--- src/rtl/mdl_bytecntr_nch_if.sv ---
// -----------------------------------------------------------------------------
// mdl_bytecntr_nch_if
// Groups the control inputs and status outputs of the multi-channel bubble
// byte counter into one bundle.
//
//   master modport : drives the control inputs, observes the status outputs
//   slave modport  : the counter block itself
//
// Signals (CH = number of channels):
//   i_CLK2M_PCEN_n  1   active-low clock enable
//   i_ROT20_n       20  active-low one-hot rotation phase
//   i_4BEN_n        1   active-low 4-bubble mode (extra sample phases)
//   i_CH_EN         CH  per-channel enable
//   i_GLCNT_RD      CH  per-channel bit-read strobe
//   i_NEWBYTE       1   bit-counter reload, all channels
//   i_ACC_ACT_n     1   high = access inactive, clears bit and byte counters
//   i_BUBWR_WAIT    1   forces DONE high at the next sample
//   o_BYTEACQ_DONE  CH  per-channel byte-acquired flag
//   o_PAGE_DONE     CH  per-channel page-full flag
//   o_ALL_DONE      1   every enabled channel page-full
//   o_OVF           CH  sticky overflow flag (only with BYTECNTR_OVFDET_EN)
//
// Optional feature macro: BYTECNTR_OVFDET_EN
// -----------------------------------------------------------------------------
interface mdl_bytecntr_nch_if #(
  parameter int CH = 2
);
  logic          i_CLK2M_PCEN_n;
  logic [19:0]   i_ROT20_n;
  logic          i_4BEN_n;
  logic [CH-1:0] i_CH_EN;
  logic [CH-1:0] i_GLCNT_RD;
  logic          i_NEWBYTE;
  logic          i_ACC_ACT_n;
  logic          i_BUBWR_WAIT;
  logic [CH-1:0] o_BYTEACQ_DONE;
  logic [CH-1:0] o_PAGE_DONE;
  logic          o_ALL_DONE;
`ifdef BYTECNTR_OVFDET_EN
  logic [CH-1:0] o_OVF;
`endif

  modport master (
    output i_CLK2M_PCEN_n,
    output i_ROT20_n,
    output i_4BEN_n,
    output i_CH_EN,
    output i_GLCNT_RD,
    output i_NEWBYTE,
    output i_ACC_ACT_n,
    output i_BUBWR_WAIT,
    input  o_BYTEACQ_DONE,
    input  o_PAGE_DONE,
`ifdef BYTECNTR_OVFDET_EN
    input  o_OVF,
`endif
    input  o_ALL_DONE
  );

  modport slave (
    input  i_CLK2M_PCEN_n,
    input  i_ROT20_n,
    input  i_4BEN_n,
    input  i_CH_EN,
    input  i_GLCNT_RD,
    input  i_NEWBYTE,
    input  i_ACC_ACT_n,
    input  i_BUBWR_WAIT,
    output o_BYTEACQ_DONE,
    output o_PAGE_DONE,
`ifdef BYTECNTR_OVFDET_EN
    output o_OVF,
`endif
    output o_ALL_DONE
  );
endinterface

--- src/rtl/mdl_bytecntr_nch.sv ---
// -----------------------------------------------------------------------------
// mdl_bytecntr_nch
// Per-channel bit and byte counting for a bubble-memory page transfer.
// Each channel counts bits down from BITS-1 on every read strobe; a read at
// zero completes a byte (wrap) and reloads. Completed bytes are counted up to
// MAXBYTES (saturating), which raises the page-done flag. A byte-acquired flag
// is sampled on specific rotation phases.
//
// Parameters:
//   CH        number of independent channels (1..4)
//   BITS      bits per byte (2..32)
//   MAXBYTES  bytes per page (1..1024)
//
// Ports:
//   i_MCLK    master clock, rising edge
//   i_MRST_n  asynchronous active-low reset
//   bus       mdl_bytecntr_nch_if.slave, control inputs / status outputs
//
// Optional feature macro: BYTECNTR_OVFDET_EN
//   When defined, adds sticky per-channel o_OVF, set when a byte completes
//   while the byte count is already at MAXBYTES.
// -----------------------------------------------------------------------------
module mdl_bytecntr_nch #(
  parameter int CH       = 2,
  parameter int BITS     = 8,
  parameter int MAXBYTES = 64
) (
  input  logic            i_MCLK,
  input  logic            i_MRST_n,
  mdl_bytecntr_nch_if.slave bus
);

  localparam int CW = $clog2(BITS);
  localparam int BW = $clog2(MAXBYTES + 1);

  localparam logic [CW-1:0] BIT_TOP  = CW'(BITS - 1);
  localparam logic [BW-1:0] BYTE_MAX = BW'(MAXBYTES);

  // Shared controls
  logic          ce;
  logic          strobe;
  logic [CH-1:0] done_vec;
  logic [CH-1:0] page_vec;
`ifdef BYTECNTR_OVFDET_EN
  logic [CH-1:0] ovf_vec;
`endif

  assign ce = ~bus.i_CLK2M_PCEN_n;

  // Sample phases 3 and 8 always; 13 and 18 only in 4-bubble mode.
  assign strobe = ~bus.i_ROT20_n[3] | ~bus.i_ROT20_n[8] |
                  (~bus.i_4BEN_n & (~bus.i_ROT20_n[13] | ~bus.i_ROT20_n[18]));

  // Remaining rotation phases carry no meaning for this block.
  logic rot_unused;
  assign rot_unused = ^{bus.i_ROT20_n[19], bus.i_ROT20_n[17:14],
                        bus.i_ROT20_n[12:9], bus.i_ROT20_n[7:4],
                        bus.i_ROT20_n[2:0]};

  generate
    for (genvar gi = 0; gi < CH; gi++) begin : g_ch
      logic [CW-1:0] bitcnt_reg;
      logic [BW-1:0] bytecnt_reg;
      logic          done_reg;
      logic          clr_bit;
      logic          clr_byte;
      logic          rd;
      logic          wrap;
      logic          bit_zero;
      logic          at_max;

      assign rd       = bus.i_GLCNT_RD[gi];
      assign clr_bit  = bus.i_NEWBYTE | bus.i_ACC_ACT_n | ~bus.i_CH_EN[gi];
      assign clr_byte = bus.i_ACC_ACT_n | ~bus.i_CH_EN[gi];
      assign bit_zero = (bitcnt_reg == '0);
      assign at_max   = (bytecnt_reg == BYTE_MAX);

      // A read at zero completes a byte. A reload in the same cycle wins,
      // so that byte is discarded rather than counted.
      assign wrap = ~clr_bit & rd & bit_zero;

      // Bit counter: counts down the bits still to be read in this byte.
      always_ff @(posedge i_MCLK or negedge i_MRST_n) begin
        if (!i_MRST_n) begin
          bitcnt_reg <= BIT_TOP;
        end else if (ce) begin
          if (clr_bit) begin
            bitcnt_reg <= BIT_TOP;
          end else if (rd) begin
            bitcnt_reg <= bit_zero ? BIT_TOP : (bitcnt_reg - CW'(1));
          end
        end
      end

      // Byte counter: saturates at MAXBYTES; NEWBYTE does not touch it.
      always_ff @(posedge i_MCLK or negedge i_MRST_n) begin
        if (!i_MRST_n) begin
          bytecnt_reg <= '0;
        end else if (ce) begin
          if (clr_byte) begin
            bytecnt_reg <= '0;
          end else if (wrap && !at_max) begin
            bytecnt_reg <= bytecnt_reg + BW'(1);
          end
        end
      end

      // Byte-acquired flag: loaded only on a sample phase. A disabled
      // channel returns to its reset value (0) even between samples.
      always_ff @(posedge i_MCLK or negedge i_MRST_n) begin
        if (!i_MRST_n) begin
          done_reg <= 1'b0;
        end else if (ce) begin
          if (!bus.i_CH_EN[gi]) begin
            done_reg <= 1'b0;
          end else if (strobe) begin
            done_reg <= bit_zero | bus.i_BUBWR_WAIT;
          end
        end
      end

      assign done_vec[gi] = done_reg;
      assign page_vec[gi] = at_max;

`ifdef BYTECNTR_OVFDET_EN
      logic ovf_reg;

      // Sticky: a byte completed with no room left in the page.
      always_ff @(posedge i_MCLK or negedge i_MRST_n) begin
        if (!i_MRST_n) begin
          ovf_reg <= 1'b0;
        end else if (ce) begin
          if (clr_byte) begin
            ovf_reg <= 1'b0;
          end else if (wrap && at_max) begin
            ovf_reg <= 1'b1;
          end
        end
      end

      assign ovf_vec[gi] = ovf_reg;
`endif
    end
  endgenerate

  assign bus.o_BYTEACQ_DONE = done_vec;
  assign bus.o_PAGE_DONE    = page_vec;

  // Disabled channels do not block completion, but with nothing enabled
  // there is nothing to be complete.
  assign bus.o_ALL_DONE = (&(page_vec | ~bus.i_CH_EN)) & (|bus.i_CH_EN);

`ifdef BYTECNTR_OVFDET_EN
  assign bus.o_OVF = ovf_vec;
`endif

endmodule

--- src/flat_wrapper.sv ---
// flat-port wrapper written by rule: the top's interface ports become plain ports
module mdl_bytecntr_nch_flat 
#(
  parameter int CH       = 2,
  parameter int BITS     = 8,
  parameter int MAXBYTES = 64
)
  (i_MCLK, i_MRST_n, bus_i_CLK2M_PCEN_n, bus_i_ROT20_n, bus_i_4BEN_n, bus_i_CH_EN, bus_i_GLCNT_RD, bus_i_NEWBYTE, bus_i_ACC_ACT_n, bus_i_BUBWR_WAIT, bus_o_BYTEACQ_DONE, bus_o_PAGE_DONE, bus_o_ALL_DONE);
  mdl_bytecntr_nch_if #(.CH(CH)) bus_i ();
  input  logic i_MCLK;
  input  logic i_MRST_n;
  input wire logic [$bits(bus_i.i_CLK2M_PCEN_n)-1:0] bus_i_CLK2M_PCEN_n;
  input wire logic [$bits(bus_i.i_ROT20_n)-1:0] bus_i_ROT20_n;
  input wire logic [$bits(bus_i.i_4BEN_n)-1:0] bus_i_4BEN_n;
  input wire logic [$bits(bus_i.i_CH_EN)-1:0] bus_i_CH_EN;
  input wire logic [$bits(bus_i.i_GLCNT_RD)-1:0] bus_i_GLCNT_RD;
  input wire logic [$bits(bus_i.i_NEWBYTE)-1:0] bus_i_NEWBYTE;
  input wire logic [$bits(bus_i.i_ACC_ACT_n)-1:0] bus_i_ACC_ACT_n;
  input wire logic [$bits(bus_i.i_BUBWR_WAIT)-1:0] bus_i_BUBWR_WAIT;
  output wire logic [$bits(bus_i.o_BYTEACQ_DONE)-1:0] bus_o_BYTEACQ_DONE;
  output wire logic [$bits(bus_i.o_PAGE_DONE)-1:0] bus_o_PAGE_DONE;
  output wire logic [$bits(bus_i.o_ALL_DONE)-1:0] bus_o_ALL_DONE;
  assign bus_i.i_CLK2M_PCEN_n = bus_i_CLK2M_PCEN_n;
  assign bus_i.i_ROT20_n = bus_i_ROT20_n;
  assign bus_i.i_4BEN_n = bus_i_4BEN_n;
  assign bus_i.i_CH_EN = bus_i_CH_EN;
  assign bus_i.i_GLCNT_RD = bus_i_GLCNT_RD;
  assign bus_i.i_NEWBYTE = bus_i_NEWBYTE;
  assign bus_i.i_ACC_ACT_n = bus_i_ACC_ACT_n;
  assign bus_i.i_BUBWR_WAIT = bus_i_BUBWR_WAIT;
  assign bus_o_BYTEACQ_DONE = bus_i.o_BYTEACQ_DONE;
  assign bus_o_PAGE_DONE = bus_i.o_PAGE_DONE;
  assign bus_o_ALL_DONE = bus_i.o_ALL_DONE;
  mdl_bytecntr_nch #(.CH(CH), .BITS(BITS), .MAXBYTES(MAXBYTES)) u_core (.i_MCLK(i_MCLK), .i_MRST_n(i_MRST_n), .bus(bus_i));
endmodule
--- config.mk ---
export PLATFORM = sky130hd
export DESIGN_NAME = mdl_bytecntr_nch_flat
export DESIGN_NICKNAME = d
export VERILOG_FILES = /design/src/rtl/mdl_bytecntr_nch_if.sv /design/src/rtl/mdl_bytecntr_nch.sv /design/src/flat_wrapper.sv
export SDC_FILE = /design/constraint.sdc
export NUM_CORES = 1
export LEC_CHECK = 0
export CORE_MARGIN = 1.5
export CORE_UTILIZATION = 44
export DETAILED_ROUTE_END_ITERATION = 8
export PLACE_DENSITY = 0.8
export SETUP_SLACK_MARGIN = 0.02
export SLEW_MARGIN = 20
export SYNTH_ARGS = -nofsm -noshare
export SYNTH_HDL_FRONTEND = slang
export SYNTH_SLANG_ARGS = --single-unit
--- constraint.sdc ---
create_clock -name i_MCLK -period 1.9 [get_ports i_MCLK]
set_input_delay 0.38 -clock i_MCLK [delete_from_list [all_inputs] [get_ports i_MCLK]]
set_output_delay 0.38 -clock i_MCLK [all_outputs]
set_load 0.01 [all_outputs]
; Word-level counts from Yosys, hierarchy flattened
; Cells that the tools add are included.
[word_totals]
ff_bits = 22
in_bits = 31
out_inout_bits = 5
wordCells = 74
[classes]
muxes = 14
n_bitwise = 28
reduce_logical = 18
n_addsub = 4
eq_ne = 4
[op_table]
columns = op, count
row1 = $mux 7, 4
row2 = $mux 3, 6
row3 = $add 7x1->7 const B, 2
row4 = $eq 7x7->1 const B, 2
row5 = $reduce_and 2->1, 7
row6 = $not 1->1, 10
row7 = $or 1x1->1, 10
row8 = $reduce_bool 2->1, 4
row9 = $and 1x1->1, 6
row10 = $logic_not 3->1, 2
row11 = $sub 3x1->3 const B, 2
row12 = $mux 1, 4
row13 = $ne 2x1->1 const B, 2
row14 = $logic_and 1x1->1, 2
row15 = $logic_not 1->1, 2
row16 = $not 2->2, 1
row17 = $or 2x2->2, 1
row18 = $reduce_or 2->1, 1

; Depth between registers and ports, before layout
[depth]
depth_word = 8
mapped_depth = 7
mapped_depth_nobuf = 7

; Least setup slack after synthesis
; No wires, ideal clock.
[synth_timing]
kind = reg-to-output
startpoint = register u_core.g_ch[0].bytecnt_reg[5]
endpoint = output port bus_o_ALL_DONE
stages_incl_launch_ff = 5
arrival_ns = 1.514
required_time_ns = 1.520
n_path_buf = 0
path_slack_ns = 0.006
cell_sequence = dfrtp_1 -> or4_4 -> or2_4 -> a22oi_2 -> o21a_1
[synth_between]
elab_chain_cells = 4
[synth_lines]
columns = item, line
row1 = "start, declared", mdl_bytecntr_nch.sv:63  ; logic [BW-1:0] bytecnt_reg;
row2 = "start signal, assigned", mdl_bytecntr_nch.sv:103  ; bytecnt_reg <= bytecnt_reg + BW'(1);
row3 = $eq 7x7->1, mdl_bytecntr_nch.sv:76  ; assign at_max = (bytecnt_reg == BYTE_MAX);
row4 = $or 2x2->2, mdl_bytecntr_nch.sv:151  ; assign bus.o_ALL_DONE = (&(page_vec | ~bus.i_CH_EN)) & (|bus.i_CH_EN);
row5 = $reduce_and 2->1, mdl_bytecntr_nch.sv:151
row6 = $and 1x1->1, mdl_bytecntr_nch.sv:151
row7 = "end, declared", flat_wrapper.sv:22  ; output wire logic [$bits(bus_i.o_ALL_DONE)-1:0] bus_o_ALL_DONE;
; Every way passes these cells.

; Worst setup path in the final report
[layout_timing]
startpoint = register u_core.g_ch[0].bytecnt_reg[4]
endpoint = output port bus_o_ALL_DONE
; The elaborated chain is that of the path after synthesis.

==> summary by stage <==
Status
The flow ran to the end, but the final reports show violations. The final reports fail on setup timing.

GRT
Across every metal layer, demand over resource in global routing totals 0.220. Entering global routing, the biggest net connects 23 pins. The via count of the first global-routing pass is roughly 1400. The initial antenna violation count came to 0.

The total congestion overflow after global routing is 0. The wire length of the first global-routing pass is between 5000 and 6000 um.

Worst setup path
The kind of start point of the critical path is a register. The worst path required time is 1.52 ns. Counting cells, the worst reg-to-reg path comes to 6.

The highest net fanout along the worst path is 2. The critical path is of the register to output port type. The minimum setup slack among reg-to-reg paths is 0.09 ns. The arrival time of the worst setup path is 1.92 ns.

STA classifies the critical path endpoint as an output port.

Pwr
Power spread over the standard cell area amounts to around 420 mW/mm^2. For this design the static power due to leakage is 0.978 nW. The worst-case IR drop observed on VDD is approximately 310 uV. After layout, the design draws a total of approximately 830 uW.

Timing
The number of pins with negative max-slew slack in the final report is 0. Adding up every negative setup slack in the final design gives -0.997 ns. Across the routed clock network, the largest skew measured is between 0.005 and 0.006 ns. The least setup slack across all paths after layout is -0.402 ns. The achievable clock frequency is 0.434 GHz. Setup repair after global routing could not meet its margin everywhere. The hold slack is a little under 0.4 ns. The final critical delay including setup and external delays is ~2.3 ns.

The normalized max-slew margin is 0.734. The final clock period utilization by the worst path is 1.21. The final-report hold violation count was 0. Setup violations remaining at the end of the flow were counted as 3. For the pin with the worst max-slew slack, the measured transition is 0.393 ns.

Finish
The area growth from synthesis to layout is 37.4%. The ratio of cells with drive above 1 in the final layout is 0.314. The final layout contains between 200 and 300 nets. The register with the most flip-flops in the layout has 14 of them. 0 antenna diodes ended up in the layout. The final standard cell utilization of the core is 0.637.

The total non-filler cell area in the finished layout is 0.00196 sq mm. The non-filler instance count after layout is approximately 250.

Clocking
The TritonCTS clock tree is done. At the later pin of the worst-skew pair, clock insertion delay measures ~0.32 ns. The clock transition at the registers of the reported paths is about 0.12 ns. The number of buffers inserted during clock tree synthesis is 3.

The number of buffers on the longest clock path is 2. The H-tree depth reported by CTS is 1. The tree is rooted in a clkbuf_4.

The total number of clock tree sinks is 22.

Place
The number of buffer cells added on primary ports is 19. After detailed placement, the total cell area comes to around 0.0019 sq mm. Timing analysis after detailed placement gives a worst setup slack of -0.478 ns.

The last weighted congestion value of the routability-driven placer is roughly 0.89. The total placed cells including tap cells is 245. The estimated wirelength of the detail-placed design is 2720 um.

Drt
Dividing the detail-routed wire length by the instance count gives around 14 um. For this block, the initial DRC count from the detailed router was 35. In this run the remaining antenna-violating nets after routing total 0.

For this block, the via count after detailed routing is 1365. The detailed-routing iteration count for the pre-antenna-repair pass is 4. For this block, the routed nets add up to 3510 um of wire. After detailed routing, the number of vias per cell comes to about 5.4. The DRC violation count after routing is 0.

Yosys
Of the post-synthesis cell area, the dominant cell type holds 0.280. The XOR/XNOR share of the synthesized area is 0. After synthesis, the netlist uses 42 different library cells. The proportion of synthesized area in mux cells is 0.0429. The combinational family with the most area after synthesis is simple AND/OR/NAND/NOR gates. The fraction of the mapped netlist area in compound gates came to 0.189.

After synthesis the netlist holds a flip-flop and latch count of 22. The largest area contributor in the synthesized netlist is dfrtp_1. The number of nets handed over by synthesis was between 150 and 200. The share of synthesized area occupied by flip-flops and latches is 0.391. The predominant post-synthesis flop cell is dfrtp_1. Of the total synthesized cell area, the portion taken by full adders, half adders and majority gates is 0.0701.

The number of warnings printed during yosys synthesis is 0. Each instance of the synthesized netlist takes up on average between 9 and 10 sq um. Counting every instance in the synthesized netlist gives ~160.

The cell area after synthesis is approximately 0.0014 sq mm. Yosys mapped a number of flops with a built-in enable equal to 0. Of the total synthesized cell area, the portion taken by AND, OR, NAND and NOR gates is 0.233. Sorting the synthesized cells by area gives the leading types as dfrtp_1, dfstp_2, ha_1. Counting flops with an async set or reset pin after synthesis yields a share of 1.00.

Floorplanning
For this configuration, the core starts out at a cell density of 0.464. The boundary pin count is 36. The core box area is roughly 0.0031 sq mm. The die covers between 0.003 and 0.004 sq mm.

The horizontal die dimension is 60.0 um. The standard-cell row count is 20. From bottom edge to top edge, the die measures around 60 um.

Hold path
The class of the worst hold path is input pin to asynchronous set/reset pin.

Flow run
The number of max-capacitance violations reported is 0.
-- path summary, 6_finish.rpt --
check | from | to
worst max-delay path | u_core.g_ch[0].bytecnt_reg[4] | bus_o_ALL_DONE
worst min-delay path | i_MRST_n | u_core.g_ch[0].bytecnt_reg[6]
worst max register to register | u_core.g_ch[0].bytecnt_reg[4] | u_core.g_ch[0].bytecnt_reg[2]
worst min register to register | u_core.g_ch[1].bitcnt_reg[2] | u_core.g_ch[1].bitcnt_reg[2]
max in group asynchronous | i_MRST_n | u_core.g_ch[1].bitcnt_reg[0]
min in group i_MCLK | u_core.g_ch[1].bitcnt_reg[2] | u_core.g_ch[1].bitcnt_reg[2]
-- logic make-up after synthesis --
family	after synthesis
and+or+nand+nor	56
AOI/OAI and AO/OA	41
buffers and inverters	24
DFF	22
adders and majority gates	8
muxes	6
-- area by class of cell --
type | count | area (sq um)
clock buffer | 3 | 22.5
fill | 259 | 1120
inverter | 17 | 63.8
multi-input combinational | 111 | 782
sequential | 22 | 558
tap | 44 | 55.1
timing repair buffer | 57 | 480
-- critical path, cell delays in order, from the launching register on --
cell and delay (ns):
dfrtp_1 0.40, or4_4 0.54, or2_4 0.25, a22oi_2 0.17
o21a_1 0.13, buf_2 0.12
-- timing repair --
action / in CTS / in global routing
setup endpoints to repair: 3 / 7
gates resized for setup: 16 / 9
setup buffers: 4 / 4
hold buffers: 0 / 0
pin swaps: 4 / 4
-- synth_stat cells, types with 2 or more instances --
master,count
clkbuf_1,3
o21ai_0,11
a211oi_1,2
and2_1,3
nand3_1,4
nor2_1,15
a21o_1,2
a21oi_1,9
dfrtp_1,16
or4_1,2
a41o_1,2
nand2_1,9
o21ai_2,2
nor2b_1,5
a31oi_1,3
nand4_1,3
and3_1,2
nand2b_1,3
inv_1,17
dfstp_2,6
buf_4,4
o41ai_1,2
ha_1,8
mux2i_1,5
or2_4,2
-- where the power goes --
group	total [mW]	switching (mW)	internal [mW]
combinational	0.126	0.0606	0.0656
sequential	0.481	0.00414	0.477
clock	0.221	0.147	0.0745
-- cells in the final DEF, fill, tap and decap left out, drive strengths merged, types with 2 or more instances in the layout --
master,count
a21o,2
and3,2
buf,41
nand3,4
a211oi,2
o21ai,13
a41o,2
nand2,9
a31oi,3
mux2i,5
o41ai,2
or2,2
inv,17
nand2b,3
clkdlybuf4s50,16
dfstp,6
clkbuf,3
or4,3
dfrtp,16
nor2b,5
and2,3
nor2,15
nand4,4
a22oi,2
a21oi,9
ha,8
-- metal layers --
metal	vias up	part of all wire	routed length (um)	global-route usage
met5	-	0	0	0
met4	0	0.029	103	0.108
met3	11	0.041	145	0.0368
met2	41	0.52	1830	0.380
met1	646	0.41	1430	0.261
li1	667	-	-	-
(Power assumes the default switching activity.)
